<file path="config.mk">
export PLATFORM = sky130hd
export DESIGN_NAME = mem_stage
export DESIGN_NICKNAME = d
export VERILOG_FILES = /design/src/rtl/mem_stage.sv
export SDC_FILE = /design/constraint.sdc
export NUM_CORES = 1
export LEC_CHECK = 0
export ABC_CLOCK_PERIOD_IN_PS = 2700
export CORE_MARGIN = 4
export CORE_UTILIZATION = 60
export CTS_CLUSTER_SIZE = 24
export DETAILED_ROUTE_END_ITERATION = 10
export DONT_BUFFER_PORTS = 1
export MAX_ROUTING_LAYER = met4
export PLACE_DENSITY = 0.76
export SYNTH_ARGS = -nofsm -noshare
export SYNTH_HDL_FRONTEND = slang
export SYNTH_SLANG_ARGS = --single-unit
export TNS_END_PERCENT = 50
</file>
<file path="constraint.sdc">
create_clock -name iClk -period 2.7 [get_ports iClk]
set_input_delay 0.54 -clock iClk [delete_from_list [all_inputs] [get_ports iClk]]
set_output_delay 0.54 -clock iClk [all_outputs]
set_load 0.005 [all_outputs]
</file>
<file path="src/rtl/mem_stage.sv">
// RV32 memory-access stage: issues loads/stores on a req/ack bus, stalls upstream while waiting, registers the write-back result.
// Optional build macro MEM_MISALIGN_TRAP_EN: trap misaligned halfword/word accesses instead of issuing them.
module mem_stage #(
  parameter int RegWidth      = 32,
  parameter int TimeoutCycles = 64
) (
  input  logic                iClk,
  input  logic                nRst,
  input  logic                iValid,
  input  logic                iLoad,
  input  logic                iStore,
  input  logic [2:0]          iFunc3,
  input  logic [4:0]          iRdAddr,
  input  logic                iRdWrEn,
  input  logic [RegWidth-1:0] iAluZ,
  input  logic [RegWidth-1:0] iStoreData,
  output logic                oStall,
  output logic                oMemReq,
  output logic                oMemWe,
  output logic [RegWidth-1:0] oMemAddr,
  output logic [3:0]          oMemBe,
  output logic [RegWidth-1:0] oMemWData,
  input  logic                iMemAck,
  input  logic                iMemErr,
  input  logic [RegWidth-1:0] iMemRData,
  output logic                oValid,
  output logic                oRdWrEn,
  output logic [4:0]          oRdAddr,
  output logic [RegWidth-1:0] oRdValue,
  output logic                oFault
);

  localparam int CntW = (TimeoutCycles > 0) ? $clog2(TimeoutCycles + 1) : 1;
  localparam logic [CntW-1:0] TimeoutVal = CntW'(TimeoutCycles);

  typedef enum logic [0:0] {IDLE = 1'b0, WAIT = 1'b1} state_t;

  state_t                r_state;
  state_t                w_next;
  logic [CntW-1:0]       r_cnt;
  logic                  r_valid;
  logic                  r_rdWrEn;
  logic [4:0]            r_rdAddr;
  logic [RegWidth-1:0]   r_rdValue;
  logic                  r_fault;

  logic                  w_memOp;
  logic                  w_misalign;
  logic                  w_trap;
  logic                  w_timeout;
  logic                  w_req;
  logic                  w_stall;
  logic                  w_done;
  logic                  w_fault;
  logic                  w_reqOut;
  logic [1:0]            w_bo;
  logic [3:0]            w_be;
  logic [RegWidth-1:0]   w_wdata;

  // Lane extraction with sign/zero extension for LB/LBU/LH/LHU/LW.
  function automatic logic [RegWidth-1:0] load_extract(input logic [2:0] f3,
                                                       input logic [1:0] bo,
                                                       input logic [RegWidth-1:0] rd);
    logic [7:0]  b;
    logic [15:0] h;
    b = rd[{bo, 3'b000} +: 8];
    h = rd[{bo[1], 4'b0000} +: 16];
    case (f3)
      3'b000:  load_extract = {{(RegWidth-8){b[7]}}, b};
      3'b100:  load_extract = {{(RegWidth-8){1'b0}}, b};
      3'b001:  load_extract = {{(RegWidth-16){h[15]}}, h};
      3'b101:  load_extract = {{(RegWidth-16){1'b0}}, h};
      3'b010:  load_extract = rd;
      default: load_extract = rd;
    endcase
  endfunction

  assign w_bo       = iAluZ[1:0];
  assign w_memOp    = iValid & (iLoad | iStore);
  assign w_misalign = ((iFunc3[1:0] == 2'b01) & w_bo[0]) |
                      ((iFunc3[1:0] == 2'b10) & (w_bo != 2'b00));
`ifdef MEM_MISALIGN_TRAP_EN
  assign w_trap     = w_memOp & w_misalign;
`else
  assign w_trap     = 1'b0;
`endif
  assign w_timeout  = (TimeoutCycles != 0) && (r_state == WAIT) && (r_cnt == TimeoutVal);

  // Byte enables and lane-replicated write data.
  always_comb begin
    w_be    = 4'b1111;
    w_wdata = iStoreData;
    if (iStore) begin
      case (iFunc3[1:0])
        2'b00: begin
          w_be    = 4'b0001 << w_bo;
          w_wdata = {4{iStoreData[7:0]}};
        end
        2'b01: begin
          w_be    = 4'b0011 << {w_bo[1], 1'b0};
          w_wdata = {2{iStoreData[15:0]}};
        end
        default: begin
          w_be    = 4'b1111;
          w_wdata = iStoreData;
        end
      endcase
    end else begin
      w_be    = 4'b1111;
      w_wdata = iStoreData;
    end
  end

  // Next-state, bus request, stall and completion decode.
  always_comb begin
    w_next  = r_state;
    w_req   = 1'b0;
    w_stall = 1'b0;
    w_done  = 1'b0;
    w_fault = 1'b0;
    case (r_state)
      IDLE: begin
        if (w_memOp && !w_trap) begin
          w_req = 1'b1;
          if (iMemAck) begin
            w_done  = 1'b1;
            w_fault = iMemErr;
          end else begin
            w_stall = 1'b1;
            w_next  = WAIT;
          end
        end else if (w_trap) begin
          w_fault = 1'b1;
        end else begin
          w_next = IDLE;
        end
      end
      WAIT: begin
        if (w_timeout) begin
          // Abandon: request dropped, a coincident late ack is ignored.
          w_fault = 1'b1;
          w_next  = IDLE;
        end else if (iMemAck) begin
          w_req   = 1'b1;
          w_done  = 1'b1;
          w_fault = iMemErr;
          w_next  = IDLE;
        end else begin
          w_req   = 1'b1;
          w_stall = 1'b1;
        end
      end
      default: w_next = IDLE;
    endcase
  end

  assign w_reqOut  = nRst & w_req;
  assign oMemReq   = w_reqOut;
  assign oStall    = nRst & w_stall;
  assign oMemWe    = w_reqOut & iStore;
  assign oMemAddr  = w_reqOut ? {iAluZ[RegWidth-1:2], 2'b00} : {RegWidth{1'b0}};
  assign oMemBe    = w_reqOut ? w_be : 4'b0000;
  assign oMemWData = (w_reqOut & iStore) ? w_wdata : {RegWidth{1'b0}};

  // State, wait counter and write-back result registers.
  always_ff @(posedge iClk or negedge nRst) begin
    if (!nRst) begin
      r_state   <= IDLE;
      r_cnt     <= {CntW{1'b0}};
      r_valid   <= 1'b0;
      r_rdWrEn  <= 1'b0;
      r_rdAddr  <= 5'd0;
      r_rdValue <= {RegWidth{1'b0}};
      r_fault   <= 1'b0;
    end else begin
      r_state <= w_next;
      r_fault <= w_fault;
      if (r_state == WAIT) begin
        r_cnt <= r_cnt + CntW'(1);
      end else begin
        r_cnt <= {CntW{1'b0}};
      end
      if ((r_state == IDLE) && iValid && !iLoad && !iStore) begin
        r_valid   <= 1'b1;
        r_rdWrEn  <= iRdWrEn;
        r_rdAddr  <= iRdAddr;
        r_rdValue <= iAluZ;
      end else if (w_done && !w_fault) begin
        r_valid <= 1'b1;
        if (iLoad) begin
          r_rdWrEn  <= iRdWrEn;
          r_rdAddr  <= iRdAddr;
          r_rdValue <= load_extract(iFunc3, w_bo, iMemRData);
        end else begin
          r_rdWrEn <= 1'b0;
        end
      end else begin
        r_valid  <= 1'b0;
        r_rdWrEn <= 1'b0;
      end
    end
  end

  assign oValid   = r_valid;
  assign oRdWrEn  = r_rdWrEn;
  assign oRdAddr  = r_rdAddr;
  assign oRdValue = r_rdValue;
  assign oFault   = r_fault;

endmodule

</file>
# Word-level counts from Yosys, hierarchy flattened

Cells that the tools add are included.

Multiplexer cells: 35
$add $sub $neg: 1
Multipliers: 0
Equal/unequal tests: 5
Bitwise operators: 6
Reductions and logical operators: 13
Shift-type cells: 4
Divide/modulo/power cells: 0
Magnitude comparators: 0

Operator list:

| operator                                                          | number |
|---|---|
| 32-bit two-way mux                                                | 6 |
| 32-bit one-hot mux with 4 select lines                            | 1 |
| 32-bit one-hot mux with 2 select lines                            | 1 |
| 32-bit by 6-bit variable part select with 16-bit output           | 1 |
| 32-bit by 6-bit variable part select with 8-bit output            | 1 |
| 1-bit two-way mux                                                 | 16 |
| 5-bit two-way mux                                                 | 3 |
| 4-bit two-way mux                                                 | 2 |
| 1-bit one-hot mux with 2 select lines                             | 4 |
| 4-bit one-hot mux with 2 select lines                             | 1 |
| 7-bit by 1-bit adder with 7-bit output, second input constant     | 1 |
| 7-bit == test, second input constant                              | 1 |
| 7-bit two-way mux                                                 | 1 |
| 3-bit == test, second input constant                              | 2 |
| 1-bit logical AND                                                 | 5 |
| 1-bit AND                                                         | 4 |
| 2-bit nonzero test                                                | 2 |
| 1-bit by 2-bit left shift with 4-bit output, first input constant | 1 |
| 2-bit by 2-bit left shift with 4-bit output, first input constant | 1 |
| 3-bit by 1-bit == test with 1-bit output, second input constant   | 1 |
| 1-bit logical NOT                                                 | 3 |
| 3-bit logical NOT                                                 | 1 |
| 2-bit by 1-bit == test with 1-bit output, second input constant   | 1 |
| 2-bit logical NOT                                                 | 1 |
| 3 further kinds                                                   | 3 |

Output and inout bits: 111
Input port bits: 112
Latch bits: 0
Memory bits (writable): 0
Logic and storage cells: 71
Memory bits (read-only): 0
Register bits after elaboration: 48
Memories kept: 0

# Depth between registers and ports, before layout

Depth in word-level cells: 8
Mapped depth: 9
Depth with buffers taken out: 8

# Least setup slack after synthesis

No wires, ideal clock.

Kind: register to output
Start point: register r_cnt[0]
End point: output oMemWData[24]
Cell stages (with the launch flop): 10
Setup slack: 0.529 ns
Path buffers: 1
Data required time: 2.160 ns
Data arrival time: 1.631 ns
Cells stage by stage: dfrtp_1 -> inv_1 -> ha_1 -> and4b_1 -> nand2_1 -> nand3_1 -> inv_1 -> nand2_1 -> clkbuf_1 -> nor2_1

Longest elaborated chain between the ends: 7

Ends and longest elaborated chain:

| item                                  | RTL line | text |
|---|---|---|
| from (decl)                           | 40       | `logic [CntW-1:0] r_cnt;` |
| from (signal assigned)                | 169      | `r_cnt <= {CntW{1'b0}};` |
| from (signal assigned)                | 179      | `r_cnt <= r_cnt + CntW'(1);` |
| from (signal assigned)                | 181      | `r_cnt <= {CntW{1'b0}};` |
| 7-bit == test                         | 87       | `assign w_timeout = (TimeoutCycles != 0) && (r_state == WAIT) && (r_cnt == TimeoutVal);` |
| 1-bit logical AND                     | 87       |  |
| 1-bit two-way mux                     | 139      | `if (w_timeout) begin` |
| 1-bit one-hot mux with 2 select lines | 121      | `case (r_state)` |
| 1-bit AND                             | 157      | `assign w_reqOut = nRst & w_req;` |
| 1-bit AND                             | 163      | `assign oMemWData = (w_reqOut & iStore) ? w_wdata : {RegWidth{1'b0}};` |
| 32-bit two-way mux                    | 163      |  |
| to (decl)                             | 22       | `output logic [RegWidth-1:0] oMemWData,` |

Every way passes these cells.

# Worst setup path in the final report

Start point: register r_cnt[0]
End point: output oMemWData[8]

The elaborated chain is that of the path after synthesis.

==> impl_metrics.tcl <==
set metrics [dict create \
    place_congestion 0.899 \
    outcome "finished, final reports clean" \
    insertedDiodeCount 0 \
    worst_ep_arrival_time_ps 2000 \
    portBuffers 0 \
    finalHoldViolCount 0 \
    max-vdd-ir-drop_uv 396 \
    drtIter0Drc 287 \
    crit_required_ps 2160 \
    wl_per_cell_um 23.5 \
    first_global_vias 3385 \
    critPathMostFrequentCell "nand2_1" \
    cts.path.max_buffers 2 \
    placed_cells 499 \
    p_leak_nw 1.77 \
    htreeDepth 2 \
    worst_pin_slew_ps 589 \
    drt_pass1_iterations 7 \
    numCtsBuffers 5 \
    area_growth_pct 3.07 \
    internal-power_mw 1.30 \
    synth_edf_count 0 \
    crit_slowest_cell "dfrtp_1" \
    hold_ws_ps 82.1 \
    tns_ps 0 \
    core_area_um2 6060 \
    p_per_area_nw_per_um2 482 \
    critical_path_class "flip-flop to output pin" \
    vias_per_cell 6.88 \
    die_x_um 87.9 \
    yosys_warnings 0 \
    vias 3494 \
    max-slew-margin-rel 0.603 \
    fin_crit_sh 0.940 \
    dp_hpwl_um 8710 \
    fill_cells 530 \
    grt_first_pass_wirelength_um 17900 \
    die_area_um2 7730 \
    drc 0 \
    avgSynthCellArea_um2 8.40 \
    crit_fanout 25 \
    pwr-share-comb 0.241 \
    antenna_left 0 \
    start_util 0.632 \
    synth_area_leaders "dfrtp_1 31%, mux2_2 8.5%, mux2i_1 6.8%" \
    drive_above_1_share 0.164 \
    synth_top_area_frac 0.313 \
    fmax_mhz 394 \
    rsz0062_at_grt "no" \
    synth_top_area_cell "dfrtp_1" \
    seq_power_share 0.512 \
    cp-start-kind "flip-flop" \
    antenna_found_initial 0 \
    overflow 0 \
    fp.dieH_um 87.9 \
    final-instance-count-excl-fill 508 \
    layout.nets 546 \
    slowest_delay_ps 400 \
    track_usage 0.306 \
    drt_wl_total_um 11900 \
    setup_viol 0 \
    layout_commonest_cell "nand2_1" \
    hold_path_class "input pin to async pin" \
    ioPinCount 223 \
    ys.flop_type "dfrtp_1" \
    clk_pin_slew_ps 90 \
    grt_max_degree 74 \
    cts_sinks 48 \
    maxCapViolCount 0 \
    clk-insertion-delay-late_ps 300 \
    slew_viol_final 0 \
    synth_seq_cells 48 \
    worstPathCellList "inv_1 -> ha_1 -> and4b_1 -> nand2_1 -> nand3_2 -> inv_2 -> nand2_1 -> buf_4 -> a21oi_1" \
    clock_tree.root_cell "clkbuf_8" \
    fin_crit_ps 2540 \
    layout_common_cells "53 x nand2_1, 48 x dfrtp_1, 38 x a21oi_1" \
    clock-skew-final_ps 4.51 \
    pwr-share-clk 0.248 \
    yosysSeqAreaShare 0.313 \
    cts_tree "yes" \
    std_cell_rows 28 \
    switching_share 0.315 \
    async_flop_share 1.00 \
    yosysUniqueCellTypes 47 \
    syn_inst 456 \
    p_sw_mw 0.600 \
    endpoint_kind "output pin" \
    netlist_area_um2 3830 \
]
[stage by stage]
| step | cell area, µm² | util | worst slack (ps) | total power, mW |
|---|---|---|---|---|
| 6_report | 3950 | 0.652 | 162 | 1.90 |
| 5_1_grt | 3950 | 0.652 | 14.8 | 2.01 |
| 4_1_cts | 3930 | 0.648 | 74.9 | 1.91 |
| 3_5_place_dp | 3800 | 0.628 | 414 | 1.42 |
| 3_3_place_gp | 3800 | 0.628 | 503 | 1.41 |
| 2_1_floorplan | 3840 | - | 529 | 1.35 |
[power groups by stage]
| stage | clock network [mW] | logic (mW) | registers, mW |
|---|---|---|---|
| after detailed placement | 0 | 0.436 | 0.989 |
| after global placement | 0 | 0.419 | 0.986 |
| after global routing | 0.506 | 0.514 | 0.992 |
| after CTS | 0.475 | 0.455 | 0.977 |
| final | 0.471 | 0.458 | 0.974 |
| after floorplan | 0 | 0.400 | 0.948 |
[Yosys cell counts, types with 2 or more instances]
master and count:
a211oi_1 2, mux2_2 29, buf_2 5, clkbuf_1 28, nand3_1 9, a21bo_2 16
mux2i_1 26, inv_1 15, o221ai_1 8, buf_6 3, o22ai_1 8, a31oi_1 18
a221o_1 4, ha_1 2, and2_1 35, o21ai_0 8, nor2b_1 9, buf_1 2
nor3_1 6, and3_1 8, a21oi_1 40, a22oi_1 6, nand2_1 53, xnor2_1 3
nor2_1 23, a221oi_1 7, nand2b_1 6, dfrtp_1 48, o211ai_1 5, buf_4 4
xor2_1 2, nand3b_1 3
[state kept, by name, summed over array words and instances, names as in the netlist]
| name | flops |
|---|---|
| oRdValue | 32 |
| r_cnt | 7 |
| oRdAddr | 5 |
| oFault | 1 |
| oRdWrEn | 1 |
| oValid | 1 |
| r_state | 1 |
[logic make-up (layout without fill, tap and decap cells)]
group | count (synthesis) | in the layout | share of synthesized area
adders and majority gates | 2 | 2 | 0.00653
xor gates and xnor gates | 5 | 5 | 0.0114
AOI/OAI and AO/OA | 127 | 127 | 0.229
buffers and inverters | 57 | 33 | 0.0673
DFF | 48 | 48 | 0.313
muxes | 56 | 56 | 0.159
other | 1 | 2 | 0.000978
and+or+nand+nor | 160 | 160 | 0.213
[critical path, delay by kind of cell, from the launching register on]
kind	cells	cell delay, ps
flops	1	400
simple gates	4	500
buf+inv	3	380
fa+ha+maj	1	190
compound gates	1	230
[final timing paths]
path                           from           end  slack (ps)  depth (start not counted)
max in group asynchronous      nRst        oValid        2400                          1
min reg2reg                r_cnt[0]      r_cnt[0]         500                          1
min in group iClk           iMemAck       r_state         300                          1
min                            nRst  oRdValue[11]          80                          1
max                        r_cnt[0]  oMemWData[8]         160                          9
max reg2reg                r_cnt[0]    oRdAddr[3]         610                          7
[final cells by class]
cell class	instances	area [µm²]	share of cell area
Tap cell	75	93.8	0.0238
Inverter	15	56.3	0.0143
Multi-Input combinational cell	352	2400	0.608
Timing Repair Buffer	10	98.8	0.0250
Clock buffer	6	82.6	0.0209
Sequential cell	48	1200	0.304
Clock inverter	2	13.8	0.00348
[layer usage]
metal	GRT usage	part of all wire
met5	-	0
met1	0.378	0.37
met2	0.495	0.50
met4	0.0781	0.011
met3	0.0847	0.12
[repair_timing]
item	in CTS	in global routing
setup buffers	0	0
resized for setup	0	6
setup endpoints to repair	0	52
hold buffers	1	0
endpoints found under the hold margin	48	0
(Power assumes the default switching activity.)
